**src/rtl/fp_arith_pkg.sv**
```systemverilog
// Shared types and constants for the floating-point multiply datapath:
// mantissa/partial-product widths, the partial-product array and the accumulator FSM states.
package fp_arith_pkg;

    localparam int MANT_W = 24;
    localparam int NUM_PP = MANT_W / 2;
    localparam int PP_W   = 2 * MANT_W;

    typedef logic [PP_W-1:0] pp_t;
    typedef pp_t pp_array_t [NUM_PP];

    typedef enum logic [1:0] {
        IDLE  = 2'd0,
        ACCUM = 2'd1,
        DONE  = 2'd2
    } ppacc_state_t;

    // Two's complement add; the carry out of the top bit is dropped.
    function automatic pp_t pp_wrap_add(input pp_t a, input pp_t b);
        return pp_t'(a + b);
    endfunction

endpackage

```
**src/rtl/fp_pp_adder_tree.sv**
```systemverilog
// Combinational sum of K partial products plus the running accumulator,
// wrapping modulo 2^PP_W.
module fp_pp_adder_tree
    import fp_arith_pkg::*;
#(
    parameter int K = 2
) (
    input  logic [K*PP_W-1:0] ops,
    input  logic [PP_W-1:0]   acc,
    output logic [PP_W-1:0]   sum
);

    pp_t sum_s;

    // Chain the K operands onto the accumulator
    always_comb begin
        sum_s = acc;
        for (int k = 0; k < K; k++) begin
            sum_s = pp_wrap_add(sum_s, ops[k*PP_W +: PP_W]);
        end
    end

    assign sum = sum_s;

endmodule

```
**src/rtl/fp_mul_pp_accumulator.sv**
```systemverilog
// Iterative partial-product accumulator for the mantissa multiplier: captures all
// partial products in one handshake, adds PP_PER_CYCLE per clock, presents the product.
module fp_mul_pp_accumulator
    import fp_arith_pkg::*;
#(
    parameter int PP_PER_CYCLE = 2,
    parameter int TAG_W        = 8
) (
    input  logic                   clk,
    input  logic                   reset,
    input  logic                   in_valid,
    output logic                   in_ready,
    input  logic [NUM_PP*PP_W-1:0] pp,
    input  logic [TAG_W-1:0]       in_tag,
    output logic                   out_valid,
    input  logic                   out_ready,
    output logic [PP_W-1:0]        product,
    output logic [TAG_W-1:0]       out_tag,
    output logic                   busy
);

    localparam int STEPS = NUM_PP / PP_PER_CYCLE;
    localparam int CNT_W = (STEPS > 1) ? $clog2(STEPS) : 1;
    localparam int IDX_W = (NUM_PP > 1) ? $clog2(NUM_PP) : 1;
    localparam logic [CNT_W-1:0] CNT_LAST = CNT_W'(STEPS - 1);

    ppacc_state_t                  state_r;
    pp_array_t                     pp_r;
    logic [TAG_W-1:0]              tag_r;
    pp_t                           acc_r;
    logic [CNT_W-1:0]              cnt_r;
    logic [PP_PER_CYCLE*PP_W-1:0]  ops_s;
    pp_t                           sum_s;

    // Route the group of captured partial products selected by cnt to the adder
    always_comb begin
        logic [IDX_W-1:0] idx;
        ops_s = '0;
        idx   = '0;
        for (int k = 0; k < PP_PER_CYCLE; k++) begin
            idx = IDX_W'(int'(cnt_r) * PP_PER_CYCLE + k);
            ops_s[k*PP_W +: PP_W] = pp_r[idx];
        end
    end

    fp_pp_adder_tree #(
        .K   (PP_PER_CYCLE)
    ) u_adder (
        .ops (ops_s),
        .acc (acc_r),
        .sum (sum_s)
    );

    // Control FSM with capture registers and registered handshake/status outputs
    always_ff @(posedge clk) begin
        if (reset) begin
            state_r   <= IDLE;
            tag_r     <= '0;
            acc_r     <= '0;
            cnt_r     <= '0;
            product   <= '0;
            out_tag   <= '0;
            out_valid <= 1'b0;
            in_ready  <= 1'b1;
            busy      <= 1'b0;
            for (int i = 0; i < NUM_PP; i++) begin
                pp_r[i] <= '0;
            end
        end else begin
            case (state_r)
                IDLE: begin
                    if (in_valid) begin
                        for (int i = 0; i < NUM_PP; i++) begin
                            pp_r[i] <= pp[i*PP_W +: PP_W];
                        end
                        tag_r    <= in_tag;
                        acc_r    <= '0;
                        cnt_r    <= '0;
                        state_r  <= ACCUM;
                        in_ready <= 1'b0;
                        busy     <= 1'b1;
                    end
                end
                ACCUM: begin
                    acc_r <= sum_s;
                    if (cnt_r == CNT_LAST) begin
                        product   <= sum_s;
                        out_tag   <= tag_r;
                        out_valid <= 1'b1;
                        state_r   <= DONE;
                    end else begin
                        cnt_r <= cnt_r + CNT_W'(1);
                    end
                end
                DONE: begin
                    // Result is held until downstream takes it; no overlap with a new accept
                    if (out_ready) begin
                        out_valid <= 1'b0;
                        state_r   <= IDLE;
                        in_ready  <= 1'b1;
                        busy      <= 1'b0;
                    end
                end
                default: begin
                    state_r   <= IDLE;
                    out_valid <= 1'b0;
                    in_ready  <= 1'b1;
                    busy      <= 1'b0;
                end
            endcase
        end
    end

endmodule

```
**config.mk**
```make
export PLATFORM = sky130hd
export DESIGN_NAME = fp_mul_pp_accumulator
export DESIGN_NICKNAME = d
export VERILOG_FILES = /design/src/rtl/fp_arith_pkg.sv /design/src/rtl/fp_pp_adder_tree.sv /design/src/rtl/fp_mul_pp_accumulator.sv
export SDC_FILE = /design/constraint.sdc
export NUM_CORES = 1
export LEC_CHECK = 0
export ABC_AREA = 1
export CAP_MARGIN = 40
export CELL_PAD_IN_SITES_DETAIL_PLACEMENT = 1
export CELL_PAD_IN_SITES_GLOBAL_PLACEMENT = 1
export CORE_UTILIZATION = 28
export DETAILED_ROUTE_END_ITERATION = 8
export PLACE_DENSITY_LB_ADDON = 0.1
export SYNTH_ARGS = -nofsm -noshare
export SYNTH_HDL_FRONTEND = slang
export SYNTH_SLANG_ARGS = --single-unit
```
**constraint.sdc**
```tcl
create_clock -name clk -period 29.5 [get_ports clk]
set_input_delay 8.85 -clock clk [delete_from_list [all_inputs] [get_ports clk]]
set_output_delay 8.85 -clock clk [all_outputs]
set_load 0.005 [all_outputs]
```
==> summary.txt <==
Outcome
  – Status: finished clean

Power and ir drop
  – Internal: between 2000 and 2500 µW
  – Gate power share: 0.338
  – Clock share of power: 0.303
  – Flop pwr share: 0.360
  – Static Leak: between 0.02 and 0.025 µW
  – Switching part of the total: 0.369
  – P_sw: ~1300 µW
  – Worst VDD drop: 40.2 µV
  – Power per cell area: between 70 and 80 nW/µm²

Global route
  – Largest net degree at the start of global routing: around 180
  – Initial antenna violation count: 18
  – First-pass GRT wire length: roughly 200000 µm
  – GR Util All Layers: 0.215
  – Grt total ovfl: 0
  – Vias in the first global route: about 30k

Floorplan
  – Die width: 359 µm
  – Die Footprint: roughly 130000 µm²
  – Die H: 359 µm
  – Ports: between 600 and 700
  – Starting Density: 0.283
  – Core area: around 130000 µm²
  – Row cnt: 130

Run
  – Max-Cap Viols: 0

Yosys
  – Syn nets: around 4.8k
  – Synthesized cell area: between 30000 and 40000 µm²
  – Area contributors post-synth: edfxtp_1 48%, nor2_1 8.5%, inv_1 8.4%
  – Asr flop ratio synth: 0
  – Yosys top cell area share: 0.484
  – #FFs+latches synth: 699
  – Syn Inst Count: about 4.1k
  – Post-synth EDFFs: around 580
  – Dominant synthesized flop cell: edfxtp_1
  – Syn_area_per_cell: just under 9 µm²
  – Largest area contributor in the netlist: edfxtp_1
  – Most numerous cell in the Yosys netlist: nor2_1
  – Post-synth top cells: 810 x nor2_1, 797 x inv_1, 771 x nand2_1
  – Yosys warning count: 0
  – Distinct cells, synth: 43
  – Sequential share of the synthesized area: 0.552

Cells and area
  – Layout cells sized above 1: 0.0517
  – Area grow syn2layout: 30.6%
  – Post-layout net count: 5391

Timing
  – RSZ-0062 raised after global routing: false
  – Post-route minimum period: between 10000 and 15000 ps
  – Worst setup margin: between 15000 and 20000 ps
  – Count of final setup violators: 0
  – Pins over their slew limit: 0
  – Slew headroom: 0.284
  – Setup_tns: 0 ps
  – Post-Route Skew: about 38 ps
  – Fraction of the cycle the final worst path needs: 0.413
  – Worst Max-Slew Pin Slew: about 1100 ps
  – F_max: roughly 82 MHz
  – Final hold vios: 0

Critical path
  – Startpoint type of the worst setup path: input pin
  – Critical path type: input pin to flip-flop
  – Arrival @ worst endpoint: between 10000 and 15000 ps
  – Critical path data required time: 29760 ps
  – RR Endpoint: product[31]$_SDFFE_PP0P_
  – Crit-path max FO: between 150 and 200
  – Reg-to-reg setup timing slack: about 24000 ps
  – CP Capture Type: flip-flop
  – Reg2Reg Depth: 19

Detailed routing
  – Post-DRT Antenna Nets: 0
  – DR vias: slightly below 30k
  – Wirelength per Cell: ~22 µm
  – Avg Vias per Cell: between 4 and 5
  – DRC violations left: 0
  – DR pass1 iterations: 5
  – Detailed Route WL: about 140000 µm
  – Initial drt markers: ~1.7k

Clocking
  – CTS tree: built
  – Hold buffer count at cts: 0
  – Clock transition at path regs: ~60 ps
  – CTS root buf: clkbuf_16
  – Setup bufs post-CTS: 0
  – Maximum root-to-sink buffer count: 3
  – H-tree depth reported by CTS: 3
  – Num CTS Buffers: 87
  – Post-CTS Resized: 0
  – Later-pin clock latency in the skew report: 660 ps
  – CTS sink count: between 600 and 700

Placement
  – Final Wtd Congestion: ~0.83
  – Post-DP HPWL: about 110000 µm
  – Setup WS pre-CTS: 16610 ps
  – Port Buffer Count: about 650

Min path
  – Hold WC Path Type: flip-flop to flip-flop
  – Number of cells on the worst hold path: 2
  – Endpoint, Worst Hold: out_tag[7]$_SDFFE_PP0P_
  – Hold wc startpoint: tag_r[7]$_SDFFE_PP0P_
==> per-stage QoR <==
step | hold WS, ps | instance area (µm²) | power [µW] | utilization | instances
3_5_place_dp | 449 | 44000 | 2420 | 0.348 | 6267
3_3_place_gp | 450 | 43600 | 2400 | 0.346 | 6242
2_1_floorplan | 425 | 35800 | 1950 | - | 4116
4_1_cts | 458 | 46700 | 3480 | 0.370 | 6425
6_report | 456 | 46700 | 3430 | 0.370 | 6434
5_1_grt | 482 | 46700 | 3630 | 0.370 | 6431
==> critical path: stages <==
cell	delay [ps]
clkbuf_8	300
inv_1	280
buf_16	240
nand2_4	350
buf_4	600
buf_4	740
buf_12	650
==> registers in the layout (all words and copies together), names as in the netlist, named ones only <==
signal	flops
cnt_r	3
state_r	2
in_ready	1
out_valid	1
out_tag	8
acc_r	48
tag_r	8
product	48
pp_r	576
busy	1
==> power by group through the flow <==
stage	sequential, µW	clock [µW]	combinational [µW]
6_report	1230	1040	1160
2_1_floorplan	1280	0	674
5_1_grt	1240	1100	1280
4_1_cts	1230	1070	1170
3_3_place_gp	1250	0	1150
3_5_place_dp	1250	0	1160
==> layout by cell type (no fill, tap or decap), types with 91 or more instances in the layout <==
cell type / count
clkbuf_16: 91
a21oi_1: 188
o22ai_1: 94
clkdlybuf4s50_1: 645
nand2_1: 770
dfxtp_1: 119
edfxtp_1: 576
inv_1: 796
nor2_1: 809
o21ai_0: 149
==> cell families after synthesis <==
group	after synthesis	synth area share
xor+xnor	18	0.00441
simple gates	1752	0.195
flops	699	0.552
fa+ha+maj	96	0.0437
compound gates	542	0.0926
buf+inv	1009	0.112
==> per-layer routing <==
metal / vias up / wire (µm) / GRT usage
met4: 18 / 3590 / 0.0599
met5: - / 119 / 0
li1: 14300 / - / -
met1: 14300 / 65000 / 0.288
met3: 173 / 6120 / 0.0352
met2: 641 / 66600 / 0.358
==> area by class of cell <==
class	instances	area [µm²]
antenna	8	20.0
clock buffer	118	2420
clock inverter	40	298
fill	14600	79500
inverter	811	3060
multi-input combinational	2408	12000
sequential	699	19800
tap	1650	2060
timing repair buffer	700	7050
==> worst max path at each step <==
stage / slack, ps / start / cells past startpoint / end
after CTS: 17320 / reset / 7 / pp_r[3][39]$_SDFFCE_PN0P_
after global placement: 16370 / reset / 6 / pp_r[0][36]$_SDFFCE_PN0P_
after detailed placement: 16610 / reset / 7 / pp_r[1][32]$_SDFFCE_PN0P_
after floorplan: 6760 / reset / 4 / pp_r[0][0]$_SDFFCE_PN0P_
final: 17320 / reset / 7 / pp_r[11][17]$_SDFFCE_PP0P_
after global routing: 17100 / reset / 7 / pp_r[1][32]$_SDFFCE_PN0P_
No activity file was read; power rests on OpenSTA's default activity.
==> variant, RTL diff (config.mk and constraints unchanged) <==
Change the parameter `PP_PER_CYCLE` from 2 to 4.
--- a/src/rtl/fp_mul_pp_accumulator.sv
+++ b/src/rtl/fp_mul_pp_accumulator.sv
@@ -3,7 +3,7 @@
 module fp_mul_pp_accumulator
     import fp_arith_pkg::*;
 #(
-    parameter int PP_PER_CYCLE = 2,
+    parameter int PP_PER_CYCLE = 4,
     parameter int TAG_W        = 8
 ) (
     input  logic                   clk,
Function: same outputs for any inputs over 4 cycles, from zero or initial values and one cycle with reset high; that may be too few to reach the edited logic, so the function may still have changed.
==> variant against the unedited design <==
- the flow now finishes with violations (DRC)
- synthesized area grew 6.0%
- core utilization shrank 0.28 points
- cell area increased by 5.3%
- sequential cell count decreased by 2
- setup slack lost 1.2 ns
- non-clock buffer count is 12 lower
- hold slack gained 0.0072 ns
- highest routed layer unchanged
- routed wire length shrank 4.5%
Power is left out: the tool's default activity adds up to more than one toggle a clock period on the data nets, which glitch-free logic cannot reach.
==> variant: results (changes against the unedited design) <==
| Metric | Value |
|---|---|
| Status | `complete, but fails checks (was complete, no violations)` |
| Violated checks | `DRC` |
| Largest registers | `pp_r (576), acc_r (48), product (48) (unchanged)` |
| Clock transition at path regs | `0.06 ns (about the same)` |
| Final Skew | `0.0275 ns (was 0.0378 ns)` |
| FF-to-FF path depth | `21 (was 19)` |
| Bufs on Longest Clock Path | `3 (unchanged)` |
| Number of fill cells in the layout | `15600 (was 14600)` |
| Post-synthesis adder-cell area fraction | `0.0901 (was 0.0437)` |
| DP Wirelength | `101 mm (was 107 mm)` |
| Drt pass-1 iters | `7 (was 5)` |
| Number of flops mapped to enable cells by yosys | `576 (unchanged)` |
| Synth cell count leaders | `inv_1 (1069), nand2_1 (827), nor2_1 (743), edfxtp_1 (576), a21oi_1 (244) (was nor2_1 (810), inv_1 (797), nand2_1 (771), edfxtp_1 (576), a21oi_1 (188))` |
| Synth cell types | `35 (was 43)` |
| Via count | `30100 (was 29300)` |
| Buffers on Ports | `646 (unchanged)` |
| Worst-path fanout max | `66 (was 176)` |
| # DRC | `37 (was 0)` |
| Initial antenna violation count | `3 (was 18)` |
| Seq/Total Area, Yosys | `0.520 (was 0.552)` |
| First-pass GRT wire length | `200 mm (was 204 mm)` |
| Antenna cells | `0 (was 8)` |
| Total CTS buffers | `86 (was 87)` |
| Gr usage total | `0.196 (was 0.215)` |
| Drt wl/cell | `19.6 um (was 22.0 um)` |
| Main flop type after synthesis | `edfxtp_1 (unchanged)` |
| Worst path arrival time | `13.68 ns (was 12.44 ns)` |
| Synth Net Count | `5229 (was 4800)` |
| Initial DRC Count | `1612 (was 1704)` |
| Number of buffers added for setup after CTS | `0 (unchanged)` |
| Share of cells above drive strength 1 | `0.0379 (was 0.0517)` |
| Vias in the first global route | `31800 (was 30300)` |
| Synth Area in Compound Gates | `0.0689 (was 0.0926)` |
| Hold depth | `2 (unchanged)` |
| H-tree depth | `3 (unchanged)` |
| Tightest Pin Transition | `0.889 ns (was 1.07 ns)` |
| XOR/XNOR share of the synthesized area | `0.00531 (was 0.00441)` |
| Fin nets | `5824 (was 5391)` |
| Synth top area cells | `edfxtp_1 (46%), inv_1 (11%), nand2_1 (8.2%) (was edfxtp_1 (48%), nor2_1 (8.5%), inv_1 (8.4%))` |
| GPL Wtd Cong | `0.854 (was 0.832)` |
| Largest net degree at the start of global routing | `115 (was 182)` |
| CTS Root Cell | `clkbuf_16 (unchanged)` |
variant: layer usage:
layer / vias to the layer above / GRT usage / part of all wire
met5: - / 0 / 0.00018
met4: 4 / 0.0589 / 0.029
met3: 162 / 0.0319 / 0.046
met2: 590 / 0.329 / 0.47
met1: 14600 / 0.257 / 0.45
li1: 14800 / - / -
variant: cell type report:
cell class                      instances  area (um2)  share of cell area
Sequential cell                       697       19700               0.401
Tap cell                             1768        2210              0.0450
Inverter                             1077        4070              0.0827
Timing Repair Buffer                  688        6950               0.141
Clock buffer                          117        2390              0.0485
Multi-Input combinational cell       2497       13300               0.271
Clock inverter                         44         512              0.0104
variant: final timing paths:
kind,to,startpoint,slack [ns]
setup / recovery,pp_r[0][26]$_SDFFCE_PN0P_,out_ready,16.13
hold / removal,acc_r[5]$_SDFFE_PP0P_,acc_r[5]$_SDFFE_PP0P_,0.46
setup reg to reg,acc_r[31]$_SDFFE_PP0P_,register,22.83
hold reg to reg,acc_r[5]$_SDFFE_PP0P_,acc_r[5]$_SDFFE_PP0P_,0.46
variant: critical path, stage by stage:
cell and delay [ns]:
clkdlybuf4s50_1 0.52, nand3b_1 0.15, o211a_1 0.16, inv_2 0.07, nor2_4 0.14, inv_2 0.14, nand2_4 0.51, buf_4 0.79
buf_4 0.38, buf_16 0.29, buf_4 0.73, buf_4 0.38, buf_16 0.33
variant: logic make-up (layout without fill, tap and decap cells):
| kind of cell | Yosys count | count (layout) |
|---|---|---|
| flip-flops | 697 | 697 |
| AO/OA/AOI/OAI | 487 | 487 |
| buffers and inverters | 1258 | 1926 |
| XOR/XNOR | 23 | 23 |
| adder cells (fa/ha/maj) | 189 | 189 |
| AND/OR/NAND/NOR | 1798 | 1798 |
variant: through the flow:
stage | std cells | area (um2) | worst slack (ns)
after global routing | 6888 | 49200 | 15.87
after CTS | 6888 | 49200 | 16.12
after global placement | 6718 | 46100 | 14.96
after floorplan | 4452 | 37900 | 6.53
after detailed placement | 6727 | 46300 | 15.39
final | 6888 | 49200 | 16.13
